File: src/rtl/donut_pkg.sv
// Shared types and defaults for the donut frame streamer: FSM state, pixel
// width, the 7-bit skid payload and default frame geometry.
package donut_pkg;

  localparam int PIX_W     = 4;
  localparam int TAG_W     = 3;
  localparam int PAYLOAD_W = PIX_W + TAG_W;

  localparam int DEF_FRAME_PIXELS = 70400;
  localparam int DEF_LINE_PIXELS  = 320;
  localparam int DEF_NUM_FRAMES   = 30;
  localparam int DEF_FRAME_REPEAT = 2;

  typedef enum logic [1:0] {
    ST_IDLE  = 2'd0,
    ST_RUN   = 2'd1,
    ST_DRAIN = 2'd2
  } donut_state_e;

  // Field order fixes the packed layout {sof, eol, eof, data}.
  typedef struct packed {
    logic             sof;
    logic             eol;
    logic             eof;
    logic [PIX_W-1:0] data;
  } pix_word_t;

endpackage

File: src/rtl/donut_frame_streamer_if.sv
// ROM read port and pixel stream of the donut frame streamer.
// Handshake: a pixel moves on a clock edge where pix_valid_o && pix_ready_i;
// while valid is high and ready low, data and tags hold stable and valid stays up.
interface donut_frame_streamer_if;

  logic                       rom_cen_o;
  logic [31:0]                rom_addr_o;
  logic [donut_pkg::PIX_W-1:0] rom_data_i;

  logic                       pix_valid_o;
  logic                       pix_ready_i;
  logic [donut_pkg::PIX_W-1:0] pix_data_o;
  logic                       pix_sof_o;
  logic                       pix_eol_o;
  logic                       pix_eof_o;

  modport master (
    output rom_cen_o, rom_addr_o,
    input  rom_data_i,
    output pix_valid_o, pix_data_o, pix_sof_o, pix_eol_o, pix_eof_o,
    input  pix_ready_i
  );

  modport slave (
    input  rom_cen_o, rom_addr_o,
    output rom_data_i,
    input  pix_valid_o, pix_data_o, pix_sof_o, pix_eol_o, pix_eof_o,
    output pix_ready_i
  );

endinterface

File: src/rtl/donut_pix_skid.sv
// Two-entry skid FIFO holding tagged pixels between the ROM and the stream.
// The head word reads as zero while the FIFO is empty.
module donut_pix_skid
  import donut_pkg::*;
(
  input  logic      clk_i,
  input  logic      rst_ni,
  input  logic      wr_en_i,
  input  pix_word_t wr_word_i,
  input  logic      rd_en_i,
  output pix_word_t rd_word_o,
  output logic [1:0] count_o
);

  pix_word_t  mem_q [2];
  logic       wr_ptr_q;
  logic       rd_ptr_q;
  logic [1:0] count_q;
  logic       push;
  logic       pop;

  assign pop  = rd_en_i && (count_q != 2'd0);
  assign push = wr_en_i && ((count_q != 2'd2) || pop);

  always_ff @(posedge clk_i or negedge rst_ni) begin
    if (!rst_ni) begin
      mem_q[0] <= '0;
      mem_q[1] <= '0;
      wr_ptr_q <= 1'b0;
      rd_ptr_q <= 1'b0;
      count_q  <= 2'd0;
    end else begin
      if (push) begin
        mem_q[wr_ptr_q] <= wr_word_i;
        wr_ptr_q        <= ~wr_ptr_q;
      end
      if (pop) begin
        rd_ptr_q <= ~rd_ptr_q;
      end
      count_q <= count_q + {1'b0, push} - {1'b0, pop};
    end
  end

  assign rd_word_o = (count_q != 2'd0) ? mem_q[rd_ptr_q] : '0;
  assign count_o   = count_q;

endmodule

File: src/rtl/donut_frame_streamer.sv
// Streams stored donut animation frames from ROM as a tagged pixel stream.
// Define DONUT_STREAMER_FRAME_REPEAT_EN to show each frame FRAME_REPEAT times.
module donut_frame_streamer
  import donut_pkg::*;
#(
  parameter int FRAME_PIXELS = DEF_FRAME_PIXELS,
  parameter int LINE_PIXELS  = DEF_LINE_PIXELS,
  parameter int NUM_FRAMES   = DEF_NUM_FRAMES,
  parameter int FRAME_REPEAT = DEF_FRAME_REPEAT
) (
  input  logic                          clk_i,
  input  logic                          rst_ni,
  input  logic                          start_i,
  input  logic                          stop_i,
  donut_frame_streamer_if.master        bus,
  output logic                          busy_o,
  output logic [4:0]                    frame_idx_o,
  output donut_state_e                  state_o
);

  localparam int COL_W = (LINE_PIXELS > 1) ? $clog2(LINE_PIXELS) : 1;

  if ((FRAME_PIXELS % LINE_PIXELS) != 0 || FRAME_REPEAT < 1 || NUM_FRAMES > 32) begin : g_bad_params
    $error("donut_frame_streamer: inconsistent frame geometry parameters");
  end

  donut_state_e     state_q;
  logic             stop_pend_q;
  logic             rd_pend_q;
  logic [2:0]       tag_q;
  logic [31:0]      pix_cnt_q;
  logic [COL_W-1:0] col_q;
  logic [31:0]      base_q;
  logic [4:0]       frame_q;

  logic       cen;
  logic       pop;
  logic       last_pix;
  logic       adv;
  logic       drain_done;
  logic [1:0] fifo_cnt;
  pix_word_t  wr_word;
  pix_word_t  rd_word;

  assign pop      = bus.pix_valid_o && bus.pix_ready_i;
  assign last_pix = (pix_cnt_q == 32'(FRAME_PIXELS - 1));
  // Buffered pixels are counted after this cycle's pop so a drained slot
  // can be refilled in the same cycle, giving one pixel per clock.
  assign cen = (state_q == ST_RUN) &&
               (({1'b0, rd_pend_q} + fifo_cnt - {1'b0, pop}) < 2'd2);
  assign drain_done = (state_q == ST_DRAIN) && !rd_pend_q && (fifo_cnt == 2'd0);

`ifdef DONUT_STREAMER_FRAME_REPEAT_EN
  logic [15:0] pass_q;
  assign adv = (pass_q == 16'(FRAME_REPEAT - 1));
  always_ff @(posedge clk_i or negedge rst_ni) begin
    if (!rst_ni) begin
      pass_q <= '0;
    end else if (drain_done) begin
      pass_q <= '0;
    end else if (cen && last_pix) begin
      pass_q <= adv ? '0 : pass_q + 16'd1;
    end
  end
`else
  assign adv = 1'b1;
`endif

  always_ff @(posedge clk_i or negedge rst_ni) begin
    if (!rst_ni) begin
      state_q     <= ST_IDLE;
      stop_pend_q <= 1'b0;
      rd_pend_q   <= 1'b0;
      tag_q       <= '0;
      pix_cnt_q   <= '0;
      col_q       <= '0;
      base_q      <= '0;
      frame_q     <= '0;
    end else begin
      rd_pend_q <= cen;
      if (cen) begin
        tag_q <= {pix_cnt_q == 32'd0, col_q == COL_W'(LINE_PIXELS - 1), last_pix};
      end
      case (state_q)
        ST_IDLE: begin
          if (start_i) state_q <= ST_RUN;
        end
        ST_RUN: begin
          if (stop_i) stop_pend_q <= 1'b1;
          if (cen) begin
            if (last_pix) begin
              pix_cnt_q <= '0;
              col_q     <= '0;
              if (adv) begin
                if (frame_q == 5'(NUM_FRAMES - 1)) begin
                  frame_q <= '0;
                  base_q  <= '0;
                end else begin
                  frame_q <= frame_q + 5'd1;
                  base_q  <= base_q + 32'(FRAME_PIXELS);
                end
              end
              if (stop_pend_q || stop_i) state_q <= ST_DRAIN;
            end else begin
              pix_cnt_q <= pix_cnt_q + 32'd1;
              col_q     <= (col_q == COL_W'(LINE_PIXELS - 1)) ? '0 : col_q + COL_W'(1);
            end
          end
        end
        ST_DRAIN: begin
          if (drain_done) begin
            state_q     <= ST_IDLE;
            stop_pend_q <= 1'b0;
            pix_cnt_q   <= '0;
            col_q       <= '0;
          end
        end
        default: state_q <= ST_IDLE;
      endcase
    end
  end

  assign wr_word = {tag_q, bus.rom_data_i};

  donut_pix_skid u_skid (
    .clk_i     (clk_i),
    .rst_ni    (rst_ni),
    .wr_en_i   (rd_pend_q),
    .wr_word_i (wr_word),
    .rd_en_i   (bus.pix_ready_i),
    .rd_word_o (rd_word),
    .count_o   (fifo_cnt)
  );

  assign bus.rom_cen_o   = cen;
  assign bus.rom_addr_o  = base_q + pix_cnt_q;
  assign bus.pix_valid_o = (fifo_cnt != 2'd0);
  assign bus.pix_data_o  = rd_word.data;
  assign bus.pix_sof_o   = rd_word.sof;
  assign bus.pix_eol_o   = rd_word.eol;
  assign bus.pix_eof_o   = rd_word.eof;

  assign busy_o      = (state_q != ST_IDLE);
  assign frame_idx_o = frame_q;
  assign state_o     = state_q;

endmodule

File: src/flat_wrapper.sv
// flat-port wrapper written by rule: the top's interface ports become plain ports
module donut_frame_streamer_flat import donut_pkg::*;
#(
  parameter int FRAME_PIXELS = DEF_FRAME_PIXELS,
  parameter int LINE_PIXELS  = DEF_LINE_PIXELS,
  parameter int NUM_FRAMES   = DEF_NUM_FRAMES,
  parameter int FRAME_REPEAT = DEF_FRAME_REPEAT
)
  (clk_i, rst_ni, start_i, stop_i, busy_o, frame_idx_o, state_o, bus_rom_cen_o, bus_rom_addr_o, bus_rom_data_i, bus_pix_valid_o, bus_pix_data_o, bus_pix_sof_o, bus_pix_eol_o, bus_pix_eof_o, bus_pix_ready_i);
  donut_frame_streamer_if bus_i ();
  input  logic clk_i;
  input  logic rst_ni;
  input  logic start_i;
  input  logic stop_i;
  output logic busy_o;
  output logic [4:0] frame_idx_o;
  output donut_state_e state_o;
  output wire logic [$bits(bus_i.rom_cen_o)-1:0] bus_rom_cen_o;
  output wire logic [$bits(bus_i.rom_addr_o)-1:0] bus_rom_addr_o;
  input wire logic [$bits(bus_i.rom_data_i)-1:0] bus_rom_data_i;
  output wire logic [$bits(bus_i.pix_valid_o)-1:0] bus_pix_valid_o;
  output wire logic [$bits(bus_i.pix_data_o)-1:0] bus_pix_data_o;
  output wire logic [$bits(bus_i.pix_sof_o)-1:0] bus_pix_sof_o;
  output wire logic [$bits(bus_i.pix_eol_o)-1:0] bus_pix_eol_o;
  output wire logic [$bits(bus_i.pix_eof_o)-1:0] bus_pix_eof_o;
  input wire logic [$bits(bus_i.pix_ready_i)-1:0] bus_pix_ready_i;
  assign bus_rom_cen_o = bus_i.rom_cen_o;
  assign bus_rom_addr_o = bus_i.rom_addr_o;
  assign bus_i.rom_data_i = bus_rom_data_i;
  assign bus_pix_valid_o = bus_i.pix_valid_o;
  assign bus_pix_data_o = bus_i.pix_data_o;
  assign bus_pix_sof_o = bus_i.pix_sof_o;
  assign bus_pix_eol_o = bus_i.pix_eol_o;
  assign bus_pix_eof_o = bus_i.pix_eof_o;
  assign bus_i.pix_ready_i = bus_pix_ready_i;
  donut_frame_streamer #(.FRAME_PIXELS(FRAME_PIXELS), .LINE_PIXELS(LINE_PIXELS), .NUM_FRAMES(NUM_FRAMES), .FRAME_REPEAT(FRAME_REPEAT)) u_core (.clk_i(clk_i), .rst_ni(rst_ni), .start_i(start_i), .stop_i(stop_i), .bus(bus_i), .busy_o(busy_o), .frame_idx_o(frame_idx_o), .state_o(state_o));
endmodule
File: config.mk
export PLATFORM = sky130hd
export DESIGN_NAME = donut_frame_streamer_flat
export DESIGN_NICKNAME = d
export VERILOG_FILES = /design/src/rtl/donut_pkg.sv /design/src/rtl/donut_frame_streamer_if.sv /design/src/rtl/donut_pix_skid.sv /design/src/rtl/donut_frame_streamer.sv /design/src/flat_wrapper.sv
export SDC_FILE = /design/constraint.sdc
export NUM_CORES = 1
export LEC_CHECK = 0
export ABC_AREA = 1
export CAP_MARGIN = 25
export CELL_PAD_IN_SITES_DETAIL_PLACEMENT = 2
export CELL_PAD_IN_SITES_GLOBAL_PLACEMENT = 2
export CORE_MARGIN = 2
export CORE_UTILIZATION = 30
export DETAILED_ROUTE_END_ITERATION = 10
export HOLD_SLACK_MARGIN = 0.03
export PLACE_DENSITY_LB_ADDON = 0.1
export SLEW_MARGIN = 5
export SYNTH_ARGS = -nofsm -noshare
export SYNTH_HDL_FRONTEND = slang
export SYNTH_HIERARCHICAL = 1
export SYNTH_SLANG_ARGS = --single-unit
File: constraint.sdc
create_clock -name clk_i -period 2.2 [get_ports clk_i]
set_clock_uncertainty 0.05 [all_clocks]
set_input_delay 0.33 -clock clk_i [delete_from_list [all_inputs] [get_ports clk_i]]
set_output_delay 0.33 -clock clk_i [all_outputs]
set_load 0.02 [all_outputs]
==> results by group <==
Power
  • Gate power share: 0.437
  • NetSw: 3.105 mW
  • Int Pwr: 3.932 mW
  • Sw frac: 0.4412
  • Max VDD drop: 0.5687 mV
  • Pwr Density: 596.8 nW/µm²
  • Leak Pwr: 5.751 nW
  • Clock power share: 0.247
  • Share of power burned in registers: 0.316

Logic synthesis
  • Syn_nets: 1272
  • Mux share of post-synthesis cell area: 0
  • Simple-gate share of the synthesized area: 0.4398
  • Post-synth cell types: 37
  • Post-synthesis sequential area ratio: 0.3049
  • Asr flop ratio synth: 1.000
  • Synth Register Bits: 95
  • Compound-Gate Fraction of Synth Area: 0.06675
  • Mean Syn Cell Area: 6.334 µm²
  • Post-Syn Area: 7797 µm²
  • Adder-cell share of the synthesized area: 0.05135
  • Main synth FF type: dfrtp_1
  • Xor-xnor portion of the synthesized cell area: 0.03931
  • Synth Warn #: 6
  • Post-Syn Instances: 1231
  • Number of synthesized flops with an enable pin: 0
  • Largest family of logic cells by synthesized area: simple AND/OR/NAND/NOR gates

Timing
  • Setup ws final: -669.4 ps
  • Final min period: 2869 ps
  • Hold Slack: 420.7 ps
  • Fmax achieved: 348.5 MHz
  • Part of the cycle the worst path needs: 1.304
  • Final setup viols: 35
  • Rel. slew slack: 0.6004
  • Final Hold Vio Count: 0
  • Max Slew Vio Count: 0
  • Least-Margin Pin Slew: 599.4 ps
  • RSZ-0062 raised after global routing: yes

Place
  • Worst slack, placed: -641.9 ps
  • PortBufs: 57
  • Placed insts: 1720
  • Final HPWL DP: 26280 µm
  • RD Place Congestion: 0.8689

Flow run
  • Max-cap violations: 0

Clock network
  • CTS tree: built
  • CTS buffer count: 9
  • Num Clock Sinks: 95
  • H-tree lvl count: 3
  • Clock transition at the registers of the reported paths: 100 ps
  • Root Driver: clkbuf_16
  • Clock latency on the worst-skew pair: 380 ps
  • Max clock buf depth: 2

Detailed routing
  • Initial drt markers: 783
  • Drt wl/cell: 27.50 µm
  • DR DRC count: 0
  • Vias per std cell: 5.635
  • Post-Route WL: 49260 µm
  • ANT nets after route: 0
  • Vias: 10090
  • Router iterations before antenna repair: 5

Global route
  • Pin count of the biggest net entering global routing: 96
  • Global route total overflow: 0
  • Initial antenna violation count: 0
  • Global-route wire length before repair: 61480 µm
  • Vias in the first global route: 10160
  • GRT Util Overall: 0.2973

Final layout
  • Antenna cells: 0
  • Layout cells sized above 1: 0.3166
  • # nets final: 1492
  • P&R area growth vs syn: 51.20%
  • Utilization after layout: 0.4576
  • Fin cells: 1791

Worst setup path
  • Reg2reg setup slack: -130 ps
  • Setup Crit Path Kind: reg -> out
  • Crit path to: bus_rom_addr_o[26]
  • Worst setup path start: u_core/pix_cnt_q[14]
  • Critical Path AT: 2490 ps
  • CP max-delay cell: dfrtp_1
  • Worst Setup End Kind: primary output
  • Worst Reg-to-Reg Cells: 9
  • Crit-path max cell delay: 470 ps
  • Critical Path Start Type: flop
  • Capturing point of the worst reg2reg path: u_core/pix_cnt_q[15]
  • CP cell instances: ha_4, buf_6, nand2_8, nor2_4, nand3_4, nor3_2, nor2_1, nand2_1, nand2_1, nand2_2, buf_6
  • R2r startpoint: u_core/pix_cnt_q[12]
  • CP max FO: 4
  • Worst path required time: 1820 ps

Worst hold path
  • Hold crit path type: in -> reg

Die
  • Starting Density: 0.3027
  • Cell Rows: 59
  • Ports: 58
  • Core Region: 25760 µm²
  • Die width: 165.2 µm
  • Die H: 165.2 µm
  • Die area: 27300 µm²

Outcome
  • Failing checks: negative setup slack
  • Outcome: finished with violations
==> worst max-delay path, delay by kind of cell, from the launching register on <==
family	cells	cell delay [ps]
and+or+nand+nor	8	1000
DFF	1	470
adders and majority gates	1	350
buffers and inverters	2	260
==> state kept, by name, indices dropped and copies added, names as in the netlist, 2 cells and up <==
name,count
u_core/base_q,24
u_core/pix_cnt_q,32
u_core/col_q,9
u_core/state_o,2
u_core/u_skid/mem_q,14
u_core/u_skid/count_o,2
u_core/frame_idx_o,5
u_core/tag_q,3
==> cells in the final DEF, fill, tap and decap left out, types with 4 or more instances in the layout <==
cell | netlist | routed
o21ai_0 | 49 | 36
nor3_2 | 0 | 4
o21ai_4 | 0 | 4
dlygate4sd2_1 | 0 | 8
nand2_1 | 431 | 367
nand2_4 | 1 | 23
o21ai_2 | 1 | 9
a21oi_4 | 0 | 10
buf_6 | 5 | 37
nand3_1 | 97 | 82
nor2_4 | 3 | 17
a21oi_1 | 34 | 15
nor3_1 | 17 | 11
xor2_2 | 0 | 7
buf_12 | 0 | 11
clkbuf_16 | 0 | 12
inv_2 | 5 | 18
xor2_1 | 31 | 23
nand3_2 | 2 | 10
inv_8 | 0 | 4
clkdlybuf4s50_1 | 0 | 23
ha_4 | 0 | 22
o21ai_1 | 10 | 11
buf_4 | 7 | 160
nor2_2 | 2 | 15
dfrtp_1 | 95 | 76
nand3_4 | 2 | 9
nor2_1 | 138 | 111
nand4_1 | 79 | 79
ha_1 | 32 | 9
inv_1 | 136 | 121
dfrtp_2 | 0 | 19
nand3b_1 | 7 | 7
nand2_2 | 2 | 41
a21oi_2 | 0 | 9
==> power groups by stage <==
stage,clock [mW],combinational (mW),sequential (mW)
final,1.73,3.08,2.23
after global routing,1.81,3.30,2.26
after CTS,1.67,2.77,2.21
after detailed placement,0,2.71,2.25
after global placement,0,2.62,2.24
after floorplan,0,1.58,2.20
==> worst min path at each step <==
stage | from | endpoint | slack [ps] | depth (start not counted)
2_1_floorplan | rst_ni | u_core/base_q[10] | -20 | 0
3_3_place_gp | rst_ni | u_core/col_q[6] | 390 | 2
3_5_place_dp | rst_ni | u_core/col_q[6] | 390 | 2
4_1_cts | u_core/u_skid/mem_q[1] | u_core/u_skid/mem_q[1] | 430 | 2
5_1_grt | bus_pix_ready_i | u_core/u_skid/rd_ptr_q | 460 | 5
6_report | bus_pix_ready_i | u_core/u_skid/rd_ptr_q | 420 | 5
==> logic make-up (layout without fill, tap and decap cells) <==
| logic type | Yosys count | count (layout) |
|---|---|---|
| fa+ha+maj | 32 | 32 |
| simple gates | 787 | 787 |
| compound gates | 100 | 100 |
| xor+xnor | 35 | 35 |
| buf+inv | 182 | 407 |
| flops | 95 | 95 |
==> through the flow <==
step | setup TNS, ps | cell area [µm²] | power, mW
after floorplan | 0 | 7797 | 3.788
final | -9633 | 11790 | 7.037
after CTS | -4420 | 10980 | 6.655
after detailed placement | -38950 | 9686 | 4.957
after global placement | -33250 | 9686 | 4.855
after global routing | -12690 | 11790 | 7.377
==> what timing repair did <==
item / in CTS / in global routing
buffers inserted: 23 / 30
hold endpoints to repair: 68 / 0
gates resized for setup: 330 / 140
endpoints found under the setup margin: 91 / 90
pin swaps: 44 / 60
hold buffers: 1 / 0
gates cloned: 0 / 3
==> cells in the mapped netlist (2+ instances only) <==
cell        n  area, µm²
nand2_1   431       1618
nor2_1    138      518.0
inv_1     136      510.5
nand3_1    97      485.5
dfrtp_1    95       2377
nand4_1    79      494.2
o21ai_0    49      245.2
a21oi_1    34      170.2
ha_1       32      400.4
xor2_1     31      271.5
nor3_1     17      85.08
clkbuf_1   11      41.29
buf_2      10      50.05
o21ai_1    10      50.05
buf_4       7      52.55
nand3b_1    7      52.55
buf_6       5      56.30
inv_2       5      18.77
clkinv_1    4      15.01
o21bai_1    4      30.03
xnor2_1     4      35.03
nor2_4      3      33.78
and2_1      2      12.51
buf_1       2      7.510
nand2_2     2      12.51
nand3_2     2      20.02
nand3_4     2      35.03
nor2_2      2      12.51
nor4_1      2      12.51
==> cell type report <==
class                      count  area [µm²]
clock buffer                   9       225.2
fill                        2911       13970
timing repair buffer         245        2248
tap                          335       419.2
multi-input combinational    954        5871
inverter                     146       561.8
clock inverter                 7       63.81
sequential                    95        2401
==> per-layer routing <==
layer / GRT usage / vias up / part of all wire
met1: 0.3844 / 5121 / 0.39
met3: 0.03147 / 171 / 0.048
li1: - / 4413 / -
met2: 0.5172 / 387 / 0.49
met4: 0.09842 / 0 / 0.070
met5: 0 / - / 0
Note: power is estimated with default switching activity, not from simulation.
